===== src/rtl/vc_io_pkg.sv =====
// Shared definitions for the vc I/O bus windows and the timer register map.
package vc_io_pkg;

  // Byte data width of the I/O bus and register-select width
  localparam int unsigned IO_DW = 8;
  localparam int unsigned IO_AW = 4;

  // Window IDs decoded from addr[7:5]
  localparam logic [2:0] IO_QSPI  = 3'd0;
  localparam logic [2:0] IO_UART  = 3'd1;
  localparam logic [2:0] IO_TIMER = 3'd2;

  // Timer register offsets (io_addr)
  localparam logic [IO_AW-1:0] TMR_CTRL   = 4'd0;
  localparam logic [IO_AW-1:0] TMR_STATUS = 4'd1;
  localparam logic [IO_AW-1:0] TMR_PRESC  = 4'd2;
  localparam logic [IO_AW-1:0] TMR_CMP_LO = 4'd3;
  localparam logic [IO_AW-1:0] TMR_CMP_HI = 4'd4;
  localparam logic [IO_AW-1:0] TMR_CNT_LO = 4'd5;
  localparam logic [IO_AW-1:0] TMR_CNT_HI = 4'd6;

  // CTRL bit indices
  localparam int unsigned CTRL_EN       = 0;
  localparam int unsigned CTRL_IE       = 1;
  localparam int unsigned CTRL_PERIODIC = 2;

  // STATUS bit index
  localparam int unsigned STATUS_PEND = 0;

  // Architectural CTRL contents
  typedef struct packed {
    logic periodic;
    logic ie;
    logic en;
  } tmr_ctrl_t;

  // Unpack a CTRL write byte; unused bits are dropped
  function automatic tmr_ctrl_t byte_to_ctrl(input logic [IO_DW-1:0] b);
    tmr_ctrl_t c;
    c.en       = b[CTRL_EN];
    c.ie       = b[CTRL_IE];
    c.periodic = b[CTRL_PERIODIC];
    return c;
  endfunction

  // Pack CTRL for readback; unused bits read 0
  function automatic logic [IO_DW-1:0] ctrl_to_byte(input tmr_ctrl_t c);
    logic [IO_DW-1:0] b;
    b                = '0;
    b[CTRL_EN]       = c.en;
    b[CTRL_IE]       = c.ie;
    b[CTRL_PERIODIC] = c.periodic;
    return b;
  endfunction

endpackage


===== src/rtl/io_timer_tick_gen.sv =====
// Prescaler: counts 0..presc while enabled and flags the wrap cycle as a tick.
module tick_gen
  import vc_io_pkg::*;
#(
  parameter int unsigned PW = 8
) (
  input  logic          clk,
  input  logic          reset,
  input  logic          en,
  input  logic [PW-1:0] presc,
  output logic          tick
);

  logic [PW-1:0] r_pcnt;
  logic          w_wrap;

  // A tick is the cycle whose edge wraps pcnt back to 0; a presc below pcnt runs through the natural overflow
  assign w_wrap = en && (r_pcnt == presc);
  assign tick   = w_wrap;

  // Prescale counter, held at 0 while disabled
  always_ff @(posedge clk) begin
    if (!reset) begin
      r_pcnt <= '0;
    end else if (!en || w_wrap) begin
      r_pcnt <= '0;
    end else begin
      r_pcnt <= r_pcnt + PW'(1);
    end
  end

endmodule


===== src/rtl/io_timer.sv =====
// Memory-mapped 16-bit prescaled timer with compare match and level interrupt.
module io_timer
  import vc_io_pkg::*;
#(
  parameter int unsigned CW = 16,
  parameter int unsigned PW = 8
) (
  input  logic       clk,
  input  logic       reset,
  input  logic [3:0] io_addr,
  input  logic       io_write,
  input  logic       io_read,
  input  logic [7:0] io_wdata,
  output logic [7:0] io_rdata,
  output logic       interrupt
);

  // Upper byte of the 16-bit counter/compare registers
  localparam int unsigned HI_LSB = 8;

  tmr_ctrl_t     r_ctrl;
  logic          r_pend;
  logic [PW-1:0] r_presc;
  logic [CW-1:0] r_cmp;
  logic [CW-1:0] r_cnt;
  logic [7:0]    r_hi_shadow;
  logic          r_interrupt;

  logic          w_tick;
  logic          w_wr_ctrl;
  logic          w_wr_status;
  logic          w_wr_presc;
  logic          w_wr_cmp_lo;
  logic          w_wr_cmp_hi;
  logic          w_wr_cnt_lo;
  logic          w_wr_cnt_hi;
  logic          w_cnt_wr;
  logic          w_match;
  logic          w_pend_set;
  logic          w_pend_clr;
  logic          w_pend_nxt;
  logic          w_shadow_ld;
  tmr_ctrl_t     w_ctrl_nxt;
  logic [CW-1:0] w_cnt_nxt;
  logic [7:0]    w_rdata;

  // Register write decode
  assign w_wr_ctrl   = io_write && (io_addr == TMR_CTRL);
  assign w_wr_status = io_write && (io_addr == TMR_STATUS);
  assign w_wr_presc  = io_write && (io_addr == TMR_PRESC);
  assign w_wr_cmp_lo = io_write && (io_addr == TMR_CMP_LO);
  assign w_wr_cmp_hi = io_write && (io_addr == TMR_CMP_HI);
  assign w_wr_cnt_lo = io_write && (io_addr == TMR_CNT_LO);
  assign w_wr_cnt_hi = io_write && (io_addr == TMR_CNT_HI);
  assign w_cnt_wr    = w_wr_cnt_lo || w_wr_cnt_hi;

  // Reading CNT_LO latches the high byte so a following CNT_HI read is coherent
  assign w_shadow_ld = io_read && (io_addr == TMR_CNT_LO);

  assign w_match = (r_cnt == r_cmp);

  tick_gen #(
    .PW (PW)
  ) u_tick_gen (
    .clk   (clk),
    .reset (reset),
    .en    (r_ctrl.en),
    .presc (r_presc),
    .tick  (w_tick)
  );

  // Counter/CTRL next state: a CNT write suppresses the tick for that cycle, a CTRL write overrides one-shot stop
  always_comb begin
    w_ctrl_nxt = r_ctrl;
    w_cnt_nxt  = r_cnt;
    w_pend_set = 1'b0;
    if (w_tick && !w_cnt_wr) begin
      if (w_match) begin
        w_pend_set = 1'b1;
        if (r_ctrl.periodic) begin
          w_cnt_nxt = '0;
        end else begin
          w_ctrl_nxt.en = 1'b0;
        end
      end else begin
        w_cnt_nxt = r_cnt + CW'(1);
      end
    end
    if (w_wr_ctrl) begin
      w_ctrl_nxt = byte_to_ctrl(io_wdata);
    end
    if (w_wr_cnt_lo) begin
      w_cnt_nxt[HI_LSB-1:0] = io_wdata;
    end
    if (w_wr_cnt_hi) begin
      w_cnt_nxt[CW-1:HI_LSB] = io_wdata;
    end
  end

  // PEND is write-1-to-clear; a simultaneous match keeps it set
  assign w_pend_clr = w_wr_status && io_wdata[STATUS_PEND];
  assign w_pend_nxt = w_pend_set || (r_pend && !w_pend_clr);

  // Timer state registers
  always_ff @(posedge clk) begin
    if (!reset) begin
      r_ctrl      <= '0;
      r_pend      <= 1'b0;
      r_presc     <= '0;
      r_cmp       <= '0;
      r_cnt       <= '0;
      r_hi_shadow <= '0;
      r_interrupt <= 1'b0;
    end else begin
      r_ctrl      <= w_ctrl_nxt;
      r_pend      <= w_pend_nxt;
      r_cnt       <= w_cnt_nxt;
      r_interrupt <= r_pend && r_ctrl.ie;
      if (w_wr_presc) begin
        r_presc <= PW'(io_wdata);
      end
      if (w_wr_cmp_lo) begin
        r_cmp[HI_LSB-1:0] <= io_wdata;
      end
      if (w_wr_cmp_hi) begin
        r_cmp[CW-1:HI_LSB] <= io_wdata;
      end
      if (w_shadow_ld) begin
        r_hi_shadow <= r_cnt[CW-1:HI_LSB];
      end
    end
  end

  // Combinational readback mux
  always_comb begin
    w_rdata = '0;
    case (io_addr)
      TMR_CTRL:   w_rdata = ctrl_to_byte(r_ctrl);
      TMR_STATUS: w_rdata[STATUS_PEND] = r_pend;
      TMR_PRESC:  w_rdata = 8'(r_presc);
      TMR_CMP_LO: w_rdata = r_cmp[HI_LSB-1:0];
      TMR_CMP_HI: w_rdata = r_cmp[CW-1:HI_LSB];
      TMR_CNT_LO: w_rdata = r_cnt[HI_LSB-1:0];
      TMR_CNT_HI: w_rdata = r_hi_shadow;
      default:    w_rdata = '0;
    endcase
  end

  assign io_rdata  = w_rdata;
  assign interrupt = r_interrupt;

endmodule


===== config.mk =====
export PLATFORM = sky130hd
export DESIGN_NAME = io_timer
export DESIGN_NICKNAME = d
export VERILOG_FILES = /design/src/rtl/vc_io_pkg.sv /design/src/rtl/io_timer_tick_gen.sv /design/src/rtl/io_timer.sv
export SDC_FILE = /design/constraint.sdc
export NUM_CORES = 1
export LEC_CHECK = 0
export CAP_MARGIN = 20
export CELL_PAD_IN_SITES_DETAIL_PLACEMENT = 1
export CELL_PAD_IN_SITES_GLOBAL_PLACEMENT = 1
export CORE_ASPECT_RATIO = 1.1
export CORE_MARGIN = 4
export CORE_UTILIZATION = 45
export CTS_CLUSTER_DIAMETER = 150
export CTS_CLUSTER_SIZE = 8
export DETAILED_ROUTE_END_ITERATION = 7
export PLACE_DENSITY = 0.79
export SYNTH_ARGS = -nofsm -noshare
export SYNTH_HDL_FRONTEND = slang
export SYNTH_HIERARCHICAL = 1
export SYNTH_SLANG_ARGS = --single-unit
export TNS_END_PERCENT = 10

===== constraint.sdc =====
create_clock -name clk -period 2.85 [get_ports clk]
set_input_delay 0.57 -clock clk [delete_from_list [all_inputs] [get_ports clk]]
set_output_delay 0.57 -clock clk [all_outputs]
set_load 0.01 [all_outputs]

After elaboration in Yosys (flattened, before gate mapping). Cells that the tools add are included.

Flip-flop bits (word level): 61. Input bits: 16. Output and inout port bits: 9. Logic and storage cells: 67.

$add $sub $neg: 2. Equal/unequal tests: 11. Multiplexer cells: 13. Bitwise logic cells: 1. Reductions and logical operators: 28.

Operator list (count): $mux 16 (3); $pmux 7 s6 (1); $add 16x1->16 const B (1); $eq 16x16->1 (1); $mux 8 (2); $logic_and 1x1->1 (13); $eq 4x3->1 const B (3); $add 8x1->8 const B (1); $eq 4x2->1 const B (2); $eq 8x8->1 (1); $reduce_bool 2->1 (4); $pmux 1 s7 (1); $mux 1 (6); $ne 3x3->1 const B (2); $eq 4x1->1 const B (1); $logic_not 4->1 (1); $reduce_and 2->1 (2); $logic_not 1->1 (3); $logic_or 1x1->1 (3); $reduce_and 3->1 (1); $ne 2x1->1 const B (1); $reduce_or 2->1 (1); $not 1->1 (1).

Logic depth before layout (Yosys ltp).
Word-level depth: 7. Mapped depth: 10. Mapped depth without buffers: 8.

Modules after synthesis. The synthesis kept the hierarchy.

Modules (own cells, without submodules): io_timer (times used 1, cells each 408, area each 3239.4 um^2, sequential area each 1061.0 um^2); tick_gen (times used 1, cells each 46, area each 470.5 um^2, sequential area each 160.2 um^2).

Least setup slack after synthesis. OpenSTA, ideal clock, no wires.

Path type: input port to output port. Start: input io_addr[0]. End: output io_rdata[3]. Data arrival time: 1752 ps. Required time: 2280 ps. Slack: 528 ps. Cell stages on the path: 6. Path through: buf_2 -> nand2b_1 -> nor3_2 -> clkbuf_1 -> a22oi_1 -> o21ai_0.

Cells in the longest elaborated chain, start to end: 2. Elaborated cells between the ends (all ways): 7.

Ends and longest elaborated chain: from (decl) (line io_timer.sv:10) `input logic [3:0] io_addr,`; $eq 4x3->1, or another cell as far along (line io_timer.sv:137) `case (io_addr)`; $pmux 7 s6 (*) (line io_timer.sv:137); to (decl) (line io_timer.sv:14) `output logic [7:0] io_rdata,`.

Mark *: on every way between the ends. The rest lies on a longest branch, timed or not.

Final worst setup path.
Start: input io_addr[3]. End: output io_rdata[3].

Same word-level chain as after synthesis.

==> results <==
- The worst path setup slack after routing is 103 ps.
- The initial antenna violation count was 0.
- The first global-routing pass estimated 21.0 mm of wire.
- Yosys mapped a number of flops with a built-in enable equal to 0.
- The leakage component of the power is 0.00184 uW.
- The buffer cell driving the clock tree root is sky130_fd_sc_hd__clkbuf_8.
- For the pin with the worst max-slew slack, the measured transition is 509 ps.
- The net count of the finished layout is 522.
- For this run the aggregate overflow at the end of global routing stands at 0.
- The final hold violation count is 0.
- The maximum clock skew at final layout is 6.28 ps.
- The die is 94.6 um wide.
- The vertical die dimension is 103 um.
- Setup repair after global routing left no endpoint under its margin.
- The kind of end point of the critical path is an output port.
- The flow ran to the end, and the final reports show no timing, DRC or antenna violations.
- The clock net sink count is 61.
- The final critical-path required period is 2750 ps.
- For this configuration, the core starts out at a cell density of 0.466.
- For this run, the share of the core covered by cells in the final layout is 0.558.
- The routed wire length is 13.3 mm.
- The launch point of the critical path is io_addr[3].
- Pin placement for this block handled 25 I/O pins.
- Setup violations remaining at the end of the flow were counted as 0.
- The critical path's slowest cell is sky130_fd_sc_hd__clkdlybuf4s50_1.
- For this design, the CTS-stage hold fixing added 0 buffers.
- The sequential standard cell area is 0.00122 mm2.
- Counting the fill cells in the layout gives 990.
- The category of the critical setup timing path is in -> out.
- The cell family contributing the most delay on the critical path is buffers and inverters.
- The worst-path maximum fanout is 6.
- The tightest hold margin is 491 ps.
- The DRC marker count from the first detailed-route iteration is 258.
- The distinct cell type count after synthesis is 65.
- The row count is 34.
- After floorplanning, the core was sized to cover 0.00796 mm2.
- The worst flop-to-flop path startpoint is u_tick_gen/r_pcnt[2]$_SDFF_PP0_.
- Input and output buffers added on the ports amount to 24.
- Summed over all nets, the half-perimeter wirelength after detailed placement is 10.0 mm.
- Of the available clock period, the critical path in the final layout requires 0.964.
- The type of origin of the critical path is an input port.
- The number of storage elements in the synthesis netlist is 61.
- The synthesized area is 0.00371 mm2.
- After detailed routing, the number of remaining DRC violations is 0.
- The count of nets left with antenna violations once routing finished came out at 0.
- In this run the worst hold path is classified as reg -> reg.
- The number of buffers and inverters on the critical path is 3.
- The first detailed-routing pass took 4 iterations.
- The critical path goes through clkdlybuf4s50_1 -> nor2_1 -> and3_1 -> buf_4 -> a22oi_1 -> o21ai_0 -> dlygate4sd2_1.
- The critical path data required time is 2280 ps.
- The headroom to the max-slew limit is 0.660.
- The number of buffers on the longest clock path is 2.
- The worst-skew pair later-pin latency is 340 ps.
- The number of nets handed over by synthesis was 472.
- The number of max-slew violations in the final report is 0.
- The async set-or-reset flop fraction in the synthesized netlist is 0.
- The post-synthesis sequential area ratio is 0.329.
- The congestion estimate from routability-driven global placement came to 0.918.
- Synthesis produced 454 cells.
- Entering global routing, the biggest net connects 45 pins.
- sky130_fd_sc_hd__dfxtp_1 takes more of the synthesized area than any other cell.
- In this run the power density over the cells is 494 mW/mm2.
- The clock edge transition at the registers on the reported setup and hold paths is 70 ps.
- Ranked by instance count, the synthesized netlist is headed by 61 x sky130_fd_sc_hd__dfxtp_1, 58 x sky130_fd_sc_hd__nand2_1, 40 x sky130_fd_sc_hd__nand3_1, 39 x sky130_fd_sc_hd__a21oi_1, 38 x sky130_fd_sc_hd__nor2_1.
- The via count of the first global-routing pass is 3868.
- The per-cell via count in the routed design is 6.11.
- The share of synthesized area in the top cell type comes to 0.329.
- The count of antenna diodes in the layout is 0.
- The peak supply drop is 0.239 mV.
- TritonCTS built the clock tree.
- The maximum level of the CTS H-tree is 3.
- Each instance of the synthesized netlist takes up on average 8.17 um2.
- In the synthesized netlist the dominant register cell turns out to be sky130_fd_sc_hd__dfxtp_1.
- In the post-synthesis netlist, the biggest area contributors are sky130_fd_sc_hd__dfxtp_1 33%, sky130_fd_sc_hd__xor2_1 6.6%, sky130_fd_sc_hd__nand2_1 5.9%.
- The origin of the worst min-delay path is r_cmp[14]$_SDFFE_PN0P_.
- The area occupied by multi-input gates is 0.00231 mm2.
- Derived from the worst setup path, the maximum achievable clock frequency is 0.364 GHz.
- The combined global-route utilization of all metal layers is 0.285.
- The max capacitance violation total is 0.
- The area growth from synthesis to layout is 19.6%.
- The final routed wire length divided by cell count is 21.6 um.
- The share of cells above drive strength 1 is 0.177.
- The pre-CTS worst setup slack is -234 ps.
- The total clock buffers created by CTS is 9.
- The data arrival time of the worst path is 2180 ps.
- The Yosys warning count is 6.
- The delay of the slowest critical-path stage is 510 ps.
- Across all layers, the routed design uses 3766 vias.
- The most common cell in the synthesized netlist is sky130_fd_sc_hd__dfxtp_1.
- The floorplan step defined a die boundary enclosing 0.00976 mm2.
## timing repair
item                                    4_1_cts  5_1_grt
resized for setup                            14        3
gates cloned                                  0        0
endpoints found under the hold margin         0        0
endpoints found under the setup margin        8        2
setup buffers                                 0        0
## per-layer routing
metal / track usage / share of wire / up-vias
met4: 0.131 / 0.032 / 0
met2: 0.509 / 0.50 / 114
met1: 0.344 / 0.40 / 1868
met3: 0.0347 / 0.065 / 32
li1: - / - / 1752
met5: 0 / 0 / -
## where the power goes
part	total (uW)	switching, uW	internal [uW]
clock	674	346	328
sequential	919	39.2	880
combinational	600	359	241
total	2190	745	1450
## worst min-delay path, cell delays in order (launching register included)
cell	delay, ps
sky130_fd_sc_hd__dfxtp_1	330
sky130_fd_sc_hd__nand2_1	60
sky130_fd_sc_hd__a21oi_1	50
## cells in the final DEF (no fill, tap or decap), types with 3 or more instances in the layout
cell / n
sky130_fd_sc_hd__nor2_1: 37
sky130_fd_sc_hd__clkinv_2: 4
sky130_fd_sc_hd__nor3_1: 4
sky130_fd_sc_hd__mux2i_1: 19
sky130_fd_sc_hd__xnor2_1: 4
sky130_fd_sc_hd__o211ai_1: 3
sky130_fd_sc_hd__a211oi_1: 8
sky130_fd_sc_hd__buf_4: 49
sky130_fd_sc_hd__nand2_1: 58
sky130_fd_sc_hd__xor2_1: 28
sky130_fd_sc_hd__clkbuf_8: 10
sky130_fd_sc_hd__dfxtp_1: 61
sky130_fd_sc_hd__nor4_2: 5
sky130_fd_sc_hd__and3_1: 8
sky130_fd_sc_hd__nand3_1: 40
sky130_fd_sc_hd__o21ai_0: 15
sky130_fd_sc_hd__a221oi_1: 6
sky130_fd_sc_hd__o2111ai_1: 5
sky130_fd_sc_hd__nand4_1: 8
sky130_fd_sc_hd__or3_1: 3
sky130_fd_sc_hd__a31oi_1: 3
sky130_fd_sc_hd__clkdlybuf4s50_1: 13
sky130_fd_sc_hd__nand2b_1: 4
sky130_fd_sc_hd__a22oi_1: 8
sky130_fd_sc_hd__a21oi_1: 39
sky130_fd_sc_hd__dlygate4sd2_1: 10
## final timing paths
kind	endpoint	slack (ps)	depth (start not counted)
setup / recovery	io_rdata[3]	100	7
hold / removal	r_cmp[14]$_SDFFE_PN0P_	490	2
setup reg to reg	r_cnt[2]$_SDFFE_PN0P_	540	8
hold reg to reg	r_cmp[14]$_SDFFE_PN0P_	490	2
## layout make-up
cell class / count / share of cell area
Clock inverter: 5 / 0.00620
Clock buffer: 10 / 0.0310
Timing Repair Buffer: 73 / 0.135
Sequential cell: 61 / 0.275
Inverter: 3 / 0.00254
Tap cell: 108 / 0.0304
Multi-Input combinational cell: 356 / 0.520
## flip-flops by register name (all words and copies together) (netlist names)
| name | cells |
|---|---|
| r_cmp | 16 |
| interrupt | 1 |
| u_tick_gen/r_pcnt | 8 |
| r_cnt | 16 |
| r_presc | 8 |
| r_ctrl | 3 |
| r_pend | 1 |
| r_hi_shadow | 8 |
## stage by stage
stage                     area (um2)  std cells  TNS (ps)  power [uW]
after global routing            4440        616         0        2270
after global placement          4260        601     -1060        1500
final                           4440        616         0        2190
after detailed placement        4260        601     -1390        1530
after floorplan                 3710        454         0        1360
after CTS                       4430        616         0        2190
## cells by family (layout without fill, tap and decap cells)
group,count (synthesis),count (layout),synth area share
xor gates and xnor gates,33,33,0.0799
AOI/OAI and AO/OA,110,110,0.201
buffers and inverters,37,91,0.0553
DFF,61,61,0.329
and+or+nand+nor,190,190,0.270
adders and majority gates,2,2,0.00674
muxes,21,21,0.0573
(Power assumes the default switching activity.)
